`src/rtl/actor_token_fifo_pkg.sv`:
```
// -----------------------------------------------------------------------------
// actor_token_fifo_pkg
// Shared constants and helpers for the actor token FIFO.
//   COUNT_W        : width of the dataflow token-count fields (In_COUNT/Out_COUNT)
//   DEFAULT_WIDTH  : default token data width
//   DEFAULT_DEPTH  : default token capacity (power of two, >= 2)
//   clog2()        : ceiling log2, used to size pointers and the occupancy counter
// -----------------------------------------------------------------------------
package actor_token_fifo_pkg;

  localparam int COUNT_W       = 16;
  localparam int DEFAULT_WIDTH = 8;
  localparam int DEFAULT_DEPTH = 16;

  // Ceiling log2; clog2(1) = 0, clog2(2) = 1, clog2(16) = 4, clog2(17) = 5.
  function automatic int clog2(input int value);
    int result;
    int v;
    result = 0;
    v      = value - 1;
    while (v > 0) begin
      result = result + 1;
      v      = v >> 1;
    end
    return result;
  endfunction

endpackage : actor_token_fifo_pkg

```
`src/rtl/actor_token_fifo_ram.sv`:
```
// -----------------------------------------------------------------------------
// actor_token_fifo_ram
// Token storage for actor_token_fifo: DEPTH x WIDTH array with a synchronous
// write port and an asynchronous (combinational) read port. Contents are not
// reset; the owning FIFO only ever reads locations it has written since reset.
// Ports:
//   clk_i    : clock
//   we_i     : write enable, write happens at the rising edge
//   waddr_i  : write address
//   wdata_i  : write data
//   raddr_i  : read address
//   rdata_o  : read data, follows raddr_i combinationally
// -----------------------------------------------------------------------------
module actor_token_fifo_ram
  import actor_token_fifo_pkg::*;
#(
  parameter int WIDTH = DEFAULT_WIDTH,
  parameter int DEPTH = DEFAULT_DEPTH,
  parameter int AW    = clog2(DEPTH)
) (
  input  logic             clk_i,
  input  logic             we_i,
  input  logic [AW-1:0]    waddr_i,
  input  logic [WIDTH-1:0] wdata_i,
  input  logic [AW-1:0]    raddr_i,
  output logic [WIDTH-1:0] rdata_o
);

  logic [WIDTH-1:0] mem_q [DEPTH];

  always_ff @(posedge clk_i) begin
    if (we_i) begin
      mem_q[waddr_i] <= wdata_i;
    end
  end

  assign rdata_o = mem_q[raddr_i];

endmodule : actor_token_fifo_ram

```
`src/rtl/actor_token_fifo.sv`:
```
// -----------------------------------------------------------------------------
// actor_token_fifo
// Single-clock token FIFO sitting between a dataflow producer output port and a
// consumer input port.
//
// Handshake (both sides): a transfer happens at a rising edge iff the offering
// side's SEND and the accepting side's RDY/ACK term are both high in that
// cycle. On the input side In_RDY depends only on registered state and RESET,
// so the producer can gate In_SEND with it; In_ACK = In_SEND & In_RDY reports
// the accepted token in the same cycle. On the output side Out_SEND means a
// head token is present on Out_DATA; the consumer pulses Out_ACK to take it.
// Offers made without the matching ready term are dropped and latched into the
// sticky Ovf_ERR / Udf_ERR flags.
//
// Ports:
//   CLK, RESET         : clock, synchronous active-high reset
//   In_DATA/In_SEND    : producer token and offer strobe
//   In_COUNT           : producer tokens-per-firing (not used by the FIFO)
//   In_RDY/In_ACK      : space available / token accepted this cycle
//   Out_DATA/Out_SEND  : head token (0 when empty) / FIFO not empty
//   Out_COUNT          : tokens held, zero-extended to COUNT_W
//   Out_ACK            : consumer takes the head token
//   Ovf_ERR/Udf_ERR    : sticky overflow / underflow flags
// -----------------------------------------------------------------------------
module actor_token_fifo
  import actor_token_fifo_pkg::*;
#(
  parameter int WIDTH = DEFAULT_WIDTH,
  parameter int DEPTH = DEFAULT_DEPTH
) (
  input  logic               CLK,
  input  logic               RESET,
  input  logic [WIDTH-1:0]   In_DATA,
  input  logic               In_SEND,
  input  logic [COUNT_W-1:0] In_COUNT,
  output logic               In_RDY,
  output logic               In_ACK,
  output logic [WIDTH-1:0]   Out_DATA,
  output logic               Out_SEND,
  output logic [COUNT_W-1:0] Out_COUNT,
  input  logic               Out_ACK,
  output logic               Ovf_ERR,
  output logic               Udf_ERR
);

  localparam int PTR_W = clog2(DEPTH);
  localparam int OCC_W = PTR_W + 1;
  localparam logic [OCC_W-1:0] FULL_OCC = OCC_W'(DEPTH);
  localparam logic [PTR_W-1:0] PTR_ONE  = PTR_W'(1);
  localparam logic [OCC_W-1:0] OCC_ONE  = OCC_W'(1);

  if (DEPTH < 2 || (DEPTH & (DEPTH - 1)) != 0) begin : g_bad_depth
    $error("actor_token_fifo: DEPTH must be a power of two and >= 2");
  end

  // ---------------------------------------------------------------------------
  // State
  // ---------------------------------------------------------------------------
  logic [PTR_W-1:0] wr_ptr_q, wr_ptr_d;
  logic [PTR_W-1:0] rd_ptr_q, rd_ptr_d;
  logic [OCC_W-1:0] occ_q,    occ_d;
  logic             ovf_q,    ovf_d;
  logic             udf_q,    udf_d;

  logic             not_full;
  logic             not_empty;
  logic             push;
  logic             pop;
  logic [WIDTH-1:0] ram_rdata;

  // The token-count field is carried for protocol completeness only.
  logic unused_in_count;
  assign unused_in_count = ^In_COUNT;

  // ---------------------------------------------------------------------------
  // Handshake terms. Both come from registered occupancy, so In_RDY has no
  // path from Out_ACK: a pop while full frees the slot only at the next edge.
  // ---------------------------------------------------------------------------
  assign not_full  = (occ_q < FULL_OCC);
  assign not_empty = (occ_q != '0);

  assign In_RDY   = not_full & ~RESET;
  assign push     = In_SEND & In_RDY;
  assign In_ACK   = push;

  // RESET also masks pop so that the reset edge cannot move the read pointer;
  // the reset branch below overrides everything anyway.
  assign pop      = Out_ACK & not_empty & ~RESET;

  assign Out_SEND  = not_empty;
  assign Out_DATA  = not_empty ? ram_rdata : '0;
  assign Out_COUNT = COUNT_W'(occ_q);
  assign Ovf_ERR   = ovf_q;
  assign Udf_ERR   = udf_q;

  // ---------------------------------------------------------------------------
  // Next-state logic
  // ---------------------------------------------------------------------------
  always_comb begin
    wr_ptr_d = wr_ptr_q;
    rd_ptr_d = rd_ptr_q;
    occ_d    = occ_q;
    ovf_d    = ovf_q;
    udf_d    = udf_q;

    // Pointers are exactly log2(DEPTH) bits, so +1 wraps modulo DEPTH.
    if (push) begin
      wr_ptr_d = wr_ptr_q + PTR_ONE;
    end
    if (pop) begin
      rd_ptr_d = rd_ptr_q + PTR_ONE;
    end

    // Simultaneous push and pop leaves occupancy unchanged.
    unique case ({push, pop})
      2'b10:   occ_d = occ_q + OCC_ONE;
      2'b01:   occ_d = occ_q - OCC_ONE;
      default: occ_d = occ_q;
    endcase

    if (In_SEND && !In_RDY) begin
      ovf_d = 1'b1;
    end
    if (Out_ACK && !not_empty) begin
      udf_d = 1'b1;
    end
  end

  always_ff @(posedge CLK) begin
    if (RESET) begin
      wr_ptr_q <= '0;
      rd_ptr_q <= '0;
      occ_q    <= '0;
      ovf_q    <= 1'b0;
      udf_q    <= 1'b0;
    end else begin
      wr_ptr_q <= wr_ptr_d;
      rd_ptr_q <= rd_ptr_d;
      occ_q    <= occ_d;
      ovf_q    <= ovf_d;
      udf_q    <= udf_d;
    end
  end

  // ---------------------------------------------------------------------------
  // Storage. push is already gated by RESET through In_RDY, so a token offered
  // in the reset cycle is never written.
  // ---------------------------------------------------------------------------
  actor_token_fifo_ram #(
    .WIDTH (WIDTH),
    .DEPTH (DEPTH),
    .AW    (PTR_W)
  ) u_ram (
    .clk_i   (CLK),
    .we_i    (push),
    .waddr_i (wr_ptr_q),
    .wdata_i (In_DATA),
    .raddr_i (rd_ptr_q),
    .rdata_o (ram_rdata)
  );

endmodule : actor_token_fifo

```
`config.mk`:
```
export PLATFORM = sky130hd
export DESIGN_NAME = actor_token_fifo
export DESIGN_NICKNAME = d
export VERILOG_FILES = /design/src/rtl/actor_token_fifo_pkg.sv /design/src/rtl/actor_token_fifo_ram.sv /design/src/rtl/actor_token_fifo.sv
export SDC_FILE = /design/constraint.sdc
export NUM_CORES = 1
export LEC_CHECK = 0
export BUFFER_PORTS_ARGS = -buffer_cell sky130_fd_sc_hd__clkbuf_2
export CAP_MARGIN = 20
export CORE_UTILIZATION = 25
export CTS_CLUSTER_SIZE = 25
export DETAILED_ROUTE_END_ITERATION = 12
export SKIP_CTS_REPAIR_TIMING = 1
export SYNTH_ARGS = -nofsm -noshare
export SYNTH_HDL_FRONTEND = slang
export SYNTH_SLANG_ARGS = --single-unit
```
`constraint.sdc`:
```
create_clock -name CLK -period 2.9 [get_ports CLK]
set_clock_uncertainty 0.2 [all_clocks]
set_input_delay 0.58 -clock CLK [delete_from_list [all_inputs] [get_ports CLK]]
set_output_delay 0.58 -clock CLK [all_outputs]
set_load 0.02 [all_outputs]
```
; ---- Word-level counts from Yosys, hierarchy flattened
; Memory sizes are Yosys's and may differ from the RTL's. A register that Yosys moved wholly into a read port is not among the register bits.
; Index checks and enable logic that the tools add are counted.
[totals]
inputBits = 28
elab_cells = 30
n_memories = 1
register_bits = 15
output_inout_bits = 29
ram_bits = 128
[op_classes]
muxes = 6
n_eq_ne = 2
n_bitwise = 5
order_cmp = 1
addsub = 4
reduce_logical = 6
[memory_table]
columns = memory, words, word_bits, read_ports, rd_clocked_by_memory_dff, wr, line_no
row1 = u_ram.mem_q, 16, 8, 1, 1, 1, actor_token_fifo_ram.sv:29  ; logic [WIDTH-1:0] mem_q [DEPTH];
[op_table]
columns = op, n
row1 = 5-bit case mux with 2 select lines, 1
row2 = 4-bit by 1-bit adder with 4-bit output (second input constant), 2
row3 = 4-bit two-way mux, 2
row4 = 8-bit two-way mux, 1
row5 = 5-bit by 1-bit adder with 5-bit output (second input constant), 1
row6 = 5-bit less-than comparator (second input constant), 1
row7 = 5-bit nonzero test, 1
row8 = 5-bit by 1-bit subtractor with 5-bit output (second input constant), 1
row9 = 1-bit bitwise AND, 4
row10 = 2-bit by 1-bit == test with 1-bit output (second input constant), 1
row11 = 2-bit == test (second input constant), 1
row12 = 1-bit logical AND, 2
row13 = 1-bit logical NOT, 2
row14 = 1-bit two-way mux, 2
row15 = 2-bit nonzero test, 1
row16 = 1-bit NOT, 1

; ---- Logic depth before layout (Yosys ltp)
; Gate-level depths: netlist of the first run.
[depth]
ltp_word = 5
depth_mapped = 12
mapped_depth_nobuf = 10

; ---- Cells and area by module
; Synthesis of the first run repeated with hierarchy kept, for this count alone.
[unflattened]
cells_unflattened = 328
hier_area_um2 = 5893.2
[modules_own_cells]
columns = mod, instances, cells_each, area_per_inst_um2, seq_area_each_um2
row1 = actor_token_fifo_ram, 1, 221, 4987.3, 3843.7
row2 = actor_token_fifo, 1, 107, 905.9, 300.3

; ---- Worst setup path after synthesis of the first run
; No wires, ideal clock.
[synth_path]
path_kind = input port to flip-flop
start = input RESET
end = register occ_q[4]
n_path_buf = 2
arrival_ns = 2.917
stages = 12
slack_ns = -0.288
setup_ns = 0.070
t_required_ns = 2.630
cell_sequence = nor2_1 -> and2_1 -> buf_2 -> inv_1 -> ha_1 -> buf_6 -> xor2_1 -> ha_1 -> a31oi_1 -> a21oi_1 -> or4_1 -> a21oi_1
[synth_via]
elab_chain_len = 5
elab_cells_between_ends = 8
classes_between = eq/ne (2) / mux (1) / bitwise (4) / reduce/logical (1)
[synth_lines]
columns = element, line_no
row1 = "start, declared", actor_token_fifo.sv:32  ; input logic RESET,
row2 = 1-bit NOT (*), actor_token_fifo.sv:82  ; assign In_RDY = not_full & ~RESET;
row3 = 1-bit bitwise AND (*), actor_token_fifo.sv:82
row4 = 1-bit bitwise AND (*), actor_token_fifo.sv:83  ; assign push = In_SEND & In_RDY;
row5 = net In_ACK, actor_token_fifo.sv:37  ; output logic In_ACK,
row6 = 2-bit by 1-bit == test with 1-bit output or 2-bit == test (tied branches), actor_token_fifo.sv:115  ; unique case ({push, pop})
row7 = 5-bit case mux with 2 select lines or 2-bit nonzero test (tied branches), -
row8 = "end signal, assigned", actor_token_fifo.sv:133  ; occ_q <= '0;
row9 = "end signal, assigned", actor_token_fifo.sv:139  ; occ_q <= occ_d;
row10 = "end, declared", actor_token_fifo.sv:61  ; logic [OCC_W-1:0] occ_q, occ_d;
; The timed path passes the listed nets; every way through them passes the cells marked *.
; A chain may end at the register's enable or synchronous reset.

; ---- Worst setup path after layout of the first run
[layout_path]
start = register occ_q[4]
end = output Out_DATA[6]
[layout_via]
elab_chain_len = 2
[layout_lines]
columns = element, line_no
row1 = 5-bit nonzero test, actor_token_fifo.sv:80  ; assign not_empty = (occ_q != '0);
row2 = 8-bit two-way mux, actor_token_fifo.sv:91  ; assign Out_DATA = not_empty ? ram_rdata : '0;
row3 = "end, declared", actor_token_fifo.sv:38  ; output logic [WIDTH-1:0] Out_DATA,
; Every way passes these cells.

==> results of run 1 <==
[per-layer routing]
layer  vias up  global-route usage
met2        82               0.156
met5         -                   0
met3         6              0.0273
li1       1441                   -
met1      1603               0.125
met4         0              0.0361
[cell families (layout without fill, tap and decap cells)]
logic type               count (synthesis)  in the layout  synth area share
AO/OA/AOI/OAI                           27             27            0.0312
XOR/XNOR                                 9              9            0.0131
adder cells (fa/ha/maj)                  8              8            0.0167
buffers and inverters                   34            100            0.0333
flip-flops                             147            147             0.703
multiplexers                            50             50             0.150
other                                    1             11          0.000624
AND/OR/NAND/NOR                         65             65            0.0519
[power groups by stage]
| stage | clock network (mW) | registers [mW] | logic [mW] |
|---|---|---|---|
| after detailed placement | 0 | 2.38 | 0.448 |
| final | 2.16 | 2.34 | 0.466 |
| after CTS | 2.20 | 2.34 | 0.450 |
| after global placement | 0 | 2.38 | 0.436 |
| after global routing | 2.29 | 2.34 | 0.505 |
| after floorplan | 0 | 2.40 | 0.304 |
[sequential cells by signal, summed over array words and instances (netlist names), named ones only]
register	flops
Udf_ERR	1
occ_q	5
Ovf_ERR	1
u_ram.mem_q	128
rd_ptr_q	4
wr_ptr_q	4
[cell type report]
cell class | instances | area, um^2
inverter | 5 | 18.8
timing repair buffer | 63 | 445
fill | 2324 | 16200
multi-input combinational | 170 | 1650
sequential | 147 | 4230
clock inverter | 12 | 146
clock buffer | 20 | 437
tap | 319 | 399
[stage by stage]
stage | setup slack (ns) | hold WS, ns | cells | util | instance area, um^2
finish | 0.0706 | 0.236 | 736 | 0.311 | 7330
global route | -0.00873 | 0.231 | 736 | 0.311 | 7330
detailed placement | -0.00557 | 0.271 | 704 | 0.284 | 6680
global placement | 0.0491 | 0.254 | 704 | 0.284 | 6680
floorplan | 0.00552 | 0.272 | 351 | - | 6060
CTS | -0.0970 | 0.206 | 736 | 0.309 | 7270
[synthesized netlist by cell type, types with 3 or more instances]
| cell type | number | area [um^2] |
|---|---|---|
| a21oi_1 | 6 | 30.0 |
| nor3_1 | 5 | 25.0 |
| ha_1 | 8 | 100 |
| edfxtp_1 | 128 | 3840 |
| mux4_2 | 32 | 721 |
| inv_1 | 5 | 18.8 |
| dfxtp_1 | 19 | 380 |
| nand2b_1 | 3 | 18.8 |
| nor2_1 | 32 | 120 |
| xor2_1 | 7 | 61.3 |
| o21ai_0 | 3 | 15.0 |
| buf_4 | 14 | 105 |
| buf_2 | 4 | 20.0 |
| nand2_1 | 11 | 41.3 |
| o22ai_1 | 8 | 50.1 |
| mux2i_1 | 18 | 180 |
| buf_1 | 5 | 18.8 |
| clkbuf_1 | 4 | 15.0 |
[worst paths after layout]
| kind | cells after the start | endpoint | slack, ns |
|---|---|---|---|
| min reg2reg | 2 | Ovf_ERR | 0.29 |
| max reg2reg | 9 | occ_q[4] | 0.19 |
| max | 5 | Out_DATA[6] | 0.07 |
| min | 2 | Ovf_ERR | 0.24 |
[worst reg2reg max path: stages (launching register included)]
cell and delay [ns]:
dfxtp_1 0.31, or2_4 0.26, o41a_4 0.36, ha_2 0.22, xor2_1 0.16, ha_1 0.22, a31oi_1 0.18, a21oi_1 0.10
or4_1 0.46, a21oi_1 0.16
==> flow_summary.ini, run 1 <==
[status]
status = finished, final reports clean

[power]
p_int_mw = 3.81
switching_power_mw = 1.15
cellLeakagePower_nw = 2.44
pwr-share-clk = 0.434
power.total_mw = 4.96
peakVddDrop_mv = 0.371
p_per_area_nw_per_um2 = 677
seq_power_share = 0.472
power.share.combinational = 0.094
switching_share = 0.232

[synth]
synthFlopType = edfxtp_1
yosys_warnings = 0
ys_seq_elements = 147
synth.avg_cell_area_um2 = 17.6
yosysSeqAreaShare = 0.703
synth.distinct_cells = 40
synth-edff-count = 128
async_reset_ff_frac = 0
syn_area_um2 = 6010
netlist_instances = 341

[global_route]
grt_max_degree = 33
grt_pass1_vias = 3108
track_usage = 0.0974
grt_first_pass_wirelength_um = 17300
grt-ovfl-total = 0
antenna_found_initial = 0

[drt]
wl_met1_um = 5120
top_layer = met4
vias = 3132
viasPerCell = 4.26
wl_per_cell_um = 15.6
ant_nets = 0
wl_met3_um = 612
drc_errors = 0
routed_wl_um = 11500
met2_length_um = 5670
drt_first_iter_violations = 203
first_pass_iters = 6

[worst_setup_path]
critPathMaxFanout = 8
cp-startpoint = occ_q[4]
critPathSlowestCell = or4_4
cpPeakStageDelay_ns = 0.61
end_kind = output port
crit_buf_inv = 2
cp_data_arrival_time_ns = 2.05
crit_chain = buf_4 -> or4_4 -> nand2_4 -> o22ai_1 -> clkbuf_2
cp-start-kind = flip-flop
cp_top_family = simple AND/OR/NAND/NOR gates
reg2reg_from = occ_q[1]
required_ns = 2.12
crit_type = reg2out

[clocking]
cts.clk_slew.worst_paths_ns = 0.06
htreeDepth = 4
cts-root-buf = clkbuf_16
cts_tree = yes
cts.path.max_buffers = 2
clock_sinks = 147
clk_latency_ns = 0.40
numCtsBuffers = 17

[floorplanning]
die_area_um2 = 24700
die_w_um = 157
initial_utilization = 0.255
core_um2 = 23500
num_rows = 56
num_io_pins = 57
die_y_um = 157

[cells_and_area]
area_delta_synth_final_pct = 22.0
drive_gt1_frac = 0.329
layout.nets = 440
final_cell_mix = edfxtp_1 (128), mux4_2 (32), nor2_1 (31)
final_common_cell = edfxtp_1
num_antenna_cells = 0

[timing]
fmax_mhz = 353
min_period_ns = 2.83
maxSlewViolCount = 0
fin_crit_sh = 0.976
finalSetupViolCount = 0
hold_violations = 0
fin_setup_tns_ns = 0

[min_path]
hold_class = in2reg
hp-start = RESET

[placement]
gp_congestion = 0.817
hpwl_um = 7400
port_buffers = 29

[flow_run]
cap_violations = 0
Note: power is estimated with default switching activity, not from simulation.
==> run 2: changes to the inputs <==
Settings changed: CELL_PAD_IN_SITES_DETAIL_PLACEMENT set to 0, CELL_PAD_IN_SITES_GLOBAL_PLACEMENT set to 1, PLACE_DENSITY_LB_ADDON set to 0.1.
==> run 2 against run 1 <==
- routed wire length grew 17%
- critical path depth is the same
- design area grew 1.0%
- die area is the same
- hold slack lost 0.027 ns
- register-to-register slack lost 0.06 ns
- sequential power is essentially flat
- power grew 1.4%
==> flow_summary.ini, run 2 (synthesized netlist as in run 1, its figures left out) <==
[global_route]
grt-ovfl-total = 0
grt_max_degree = 33
track_usage = 0.119
grt_first_pass_wirelength_um = 20500
antenna_found_initial = 0
grt_pass1_vias = 3332

[power]
cellLeakagePower_nw = 2.47
peakVddDrop_mv = 0.366
p_per_area_nw_per_um2 = 680

[worst_setup_path]
end_kind = output port
reg2reg_from = occ_q[1]
worst_r2r_endpoint = occ_q[4]
cp_top_family = multiplexers
cp-start-kind = flip-flop
reg2reg_depth = 9
critPathSlowestCell = mux4_2
cpPeakStageDelay_ns = 0.54
critPathMaxFanout = 14
r2r_slack_ns = 0.13
crit_buf_inv = 2
crit_chain = buf_12 -> mux4_2 -> mux2i_2 -> o22ai_1 -> buf_2
crit_type = reg2out
cp_data_arrival_time_ns = 2.04
required_ns = 2.12

[clocking]
cts_tree = yes
cts.path.max_buffers = 2
cts-root-buf = clkbuf_16
clk_latency_ns = 0.42
numCtsBuffers = 17
cts.clk_slew.worst_paths_ns = 0.06
htreeDepth = 4
clock_sinks = 147

[min_path]
holdPathEnd = Udf_ERR
hold_class = in2reg
hold_path_depth = 3
hp-start = Out_ACK

[drt]
first_pass_iters = 4
vias = 3099
viasPerCell = 4.20
wl_per_cell_um = 18.3
drc_errors = 0
drt_first_iter_violations = 176
routed_wl_um = 13500
ant_nets = 0

[timing]
maxSlewViolCount = 0
layout_setup_ws_ns = 0.0804
fin_crit_sh = 0.972
hold_violations = 0
rsz0062_at_grt = true
fin_setup_tns_ns = 0
min_period_ns = 2.82
finalSetupViolCount = 0
fmax_mhz = 355

[floorplanning]
core_um2 = 23500
die_w_um = 157
num_rows = 56
initial_utilization = 0.255
die_y_um = 157
num_io_pins = 57
die_area_um2 = 24700

[status]
status = finished, final reports clean

[cells_and_area]
final_cell_mix = edfxtp_1 (128), mux4_2 (32), nor2_1 (31), buf_4 (31), clkbuf_2 (27)
finish.utilization = 0.314
layout.nets = 441
largest_register_ff_count = 128
area_delta_synth_final_pct = 23.2
num_antenna_cells = 0
largestRegisters = u_ram.mem_q (128), occ_q (5)
top_register = u_ram.mem_q
final_common_cell = edfxtp_1
drive_gt1_frac = 0.344
fin_area_um2 = 7400

[flow_run]
cap_violations = 0

[placement]
hpwl_um = 8610
dpl_cell_area_um2 = 6720
pre_cts_ws_ns = -0.00462
port_buffers = 29
gp_congestion = 0.686
==> run 2: layout make-up <==
type / instances / area (um^2)
Timing Repair Buffer: 64 / 459
Tap cell: 319 / 399
Fill cell: 2334 / 16100
Clock buffer: 17 / 425
Clock inverter: 15 / 170
Inverter: 5 / 18.8
Multi-Input combinational cell: 170 / 1700
Sequential cell: 147 / 4230
==> run 2: worst max path at each step <==
stage	endpoint	slack, ns	from	cells after the start
CTS	Out_DATA[5]	-0.19	flip-flop	5
detailed placement	occ_q[4]	-0.005	RESET	10
finish	Out_DATA[4]	0.08	flip-flop	5
global placement	occ_q[4]	0.006	RESET	10
floorplan	occ_q[4]	0.006	occ_q[1]	10
global route	Out_DATA[4]	-0.02	flip-flop	5
==> run 2: tightest hold or removal path, stage by stage <==
cell and delay, ns:
clkbuf_2 0.09, a21oi_1 0.05, nor2_1 0.07
==> run 2: layer usage <==
layer / vias up / wire length (um) / GRT usage
met3: 15 / 373 / 0.0278
li1: 1448 / - / -
met4: 0 / 178 / 0.0444
met2: 48 / 6810 / 0.205
met5: - / 0 / 0
met1: 1588 / 6130 / 0.146
==> run 2: power breakdown <==
group | total [mW] | switching (mW) | leakage [nW] | internal, mW
registers | 2.34 | 0.0168 | 1.31 | 2.32
clock network | 2.21 | 0.923 | 0.287 | 1.29
logic | 0.480 | 0.279 | 0.872 | 0.202
total | 5.03 | 1.22 | 2.47 | 3.81
==> run 2: metrics by stage <==
stage | instances | power [mW] | hold WS [ns]
after floorplan | 351 | 2.70 | 0.272
after global placement | 705 | 2.85 | 0.257
after detailed placement | 705 | 2.86 | 0.260
after CTS | 737 | 5.08 | 0.192
after global routing | 737 | 5.21 | 0.229
final | 737 | 5.03 | 0.209
==> run 3: changes to the inputs <==
Settings changed: SYNTH_HIERARCHICAL set to 1.
==> run 3 against run 2 <==
- the flow now finishes with violations (setup timing)
- area after synthesis shrank 1.9%
- first-iteration DRC count shrank 27%
- utilization grew 0.71 points
- critical endpoint unchanged
- largest power group unchanged
==> flow_summary.ini, run 3 <==
[status]
status = finished with violations
violations = setup timing

[power]
p_int_mw = 3.82
peakVddDrop_mv = 0.435
cellLeakagePower_nw = 2.45
power.share.combinational = 0.147
pwr-share-clk = 0.399
p_per_area_nw_per_um2 = 690
switching_power_mw = 1.25
switching_share = 0.246
power.total_mw = 5.07
seq_power_share = 0.454

[synth]
ys_seq_elements = 143
synth_most_common_cell = edfxtp_1
async_reset_ff_frac = 0
ys_top_cells_by_area = edfxtp_1 (65%), mux4_2 (6.9%), mux4_1 (6.2%), dfxtp_1 (5.1%), nor2_1 (2.2%)
synth_top_cell_area_share = 0.652
yosys_warnings = 6
yosys.area.top_type = edfxtp_1
synthFlopType = edfxtp_1
synth_top_cells_by_count = edfxtp_1 (128), nor2_1 (34), mux4_2 (18)
synth.avg_cell_area_um2 = 18.0
yosysSeqAreaShare = 0.703
syn_area_um2 = 5890
synth.distinct_cells = 38
netlist_instances = 328
synth-edff-count = 128

[global_route]
grt_pass1_vias = 3112
track_usage = 0.116
grt_first_pass_wirelength_um = 19600
antenna_found_initial = 0
grt-ovfl-total = 0
grt_max_degree = 28

[drt]
first_pass_iters = 4
vias = 3056
drt_first_iter_violations = 129
drc_errors = 0
routed_wl_um = 13700
viasPerCell = 4.18
ant_nets = 0
wl_per_cell_um = 18.7

[floorplanning]
die_y_um = 156
num_rows = 55
die_area_um2 = 24200
die_w_um = 156
num_io_pins = 57
initial_utilization = 0.258
core_um2 = 22800

[worst_setup_path]
cpPeakStageDelay_ns = 0.51
crit_chain = buf_4 -> clkbuf_16 -> mux4_2 -> a22oi_2 -> nand2_1 -> nor2b_1 -> buf_4
critPathSlowestCell = mux4_2
crit_type = reg2out
path_common_cell = buf_4
critPathMaxFanout = 7
cp_data_arrival_time_ns = 2.26
end_kind = output port
required_ns = 2.12
cp-start-kind = flip-flop

[timing]
tightest_slew_ns = 0.606
hold_violations = 0
fin_crit_sh = 1.05
layout_setup_ws_ns = -0.144
maxSlewViolCount = 0
slew_headroom = 0.596
min_period_ns = 3.04
rsz0062_at_grt = true
finalSetupViolCount = 8
fmax_mhz = 328

[placement]
port_buffers = 29
gp_congestion = 0.694
hpwl_um = 8460
placedCellCount = 688

[clocking]
cts.path.max_buffers = 2
clock_sinks = 143
numCtsBuffers = 17
htreeDepth = 4
cts_tree = yes
clk_latency_ns = 0.42
cts-root-buf = clkbuf_16
cts.clk_slew.worst_paths_ns = 0.06

[cells_and_area]
drive_gt1_frac = 0.380
layout.nets = 441
top_register = u_ram/mem_q
final_common_cell = edfxtp_1
final_cell_mix = edfxtp_1 (128), buf_4 (39), nor2_1 (33)
largest_register_ff_count = 128
area_delta_synth_final_pct = 24.6
num_antenna_cells = 0
layoutNonFillerInstCount = 731
fillers = 2253
largestRegisters = u_ram/mem_q (128), occ_q (5)

[min_path]
hold_class = in2reg

[flow_run]
cap_violations = 0
run 3: cell types whose count changed in the layout (fill, tap and decap cells not counted), sizes merged, moves of 8 or more:
cell	previous run	this run
a22oi	0	16
mux2i	18	2
buf	37	50
nor2b	1	10
o22ai	8	0
run 3: logic make-up after synthesis:
group                    share of synthesized area
flip-flops                                   0.703
AND/OR/NAND/NOR                             0.0635
multiplexers                                 0.137
buffers and inverters                       0.0338
AO/OA/AOI/OAI                               0.0344
XOR/XNOR                                    0.0119
adder cells (fa/ha/maj)                     0.0161
other                                     0.000636
run 3: path summary, 6_finish.rpt:
path	startpoint	endpoint	slack, ns	depth (start not counted)
setup reg to reg	occ_q[4]	occ_q[4]	0.15	9
hold / removal	In_SEND	Ovf_ERR	0.22	3
setup / recovery	rd_ptr_q[0]	Out_DATA[4]	-0.14	7
hold reg to reg	Ovf_ERR	Ovf_ERR	0.27	2
run 3: through the flow:
| step | TNS, ns | worst slack [ns] | utilization | instance area, um^2 | hold slack [ns] |
|---|---|---|---|---|---|
| after floorplan | 0 | 0.0309 | - | 5940 | 0.322 |
| after global placement | 0 | 0.0797 | 0.288 | 6570 | 0.253 |
| after detailed placement | 0 | 0.0827 | 0.288 | 6570 | 0.263 |
| after CTS | -2.00 | -0.328 | 0.312 | 7120 | 0.206 |
| after global routing | -1.64 | -0.227 | 0.322 | 7350 | 0.240 |
| final | -0.924 | -0.144 | 0.322 | 7350 | 0.223 |
run 3: power groups by stage:
stage | sequential, mW | combinational, mW | clock (mW)
final | 2.30 | 0.747 | 2.02
after global routing | 2.30 | 0.805 | 2.15
after CTS | 2.30 | 0.611 | 2.07
after detailed placement | 2.34 | 0.611 | 0
after global placement | 2.34 | 0.607 | 0
after floorplan | 2.35 | 0.403 | 0
run 3: metal layers:
layer	wire length, um	vias to the layer above	global-route usage
met5	0	-	0
met4	138	0	0.0406
met1	6780	1584	0.160
met2	6420	46	0.177
met3	335	9	0.0300
li1	-	1417	-
run 3: final cells by class:
cell class              count  area (um^2)  area share
repair buffers             73          597      0.0812
clock inverters            14          120      0.0164
well taps                 313          392      0.0533
multi-input cells         166         1640       0.224
flip-flops and latches    143         4150       0.565
clock buffers              17          425      0.0579
inverters                   5         18.8     0.00255
run 3: worst max-delay path: cells and delay by family (launching register included):
| kind | cells | cell delay [ns] |
|---|---|---|
| AO/OA/AOI/OAI | 1 | 0.24 |
| buffers and inverters | 3 | 0.46 |
| flip-flops | 1 | 0.41 |
| multiplexers | 1 | 0.51 |
| AND/OR/NAND/NOR | 2 | 0.22 |
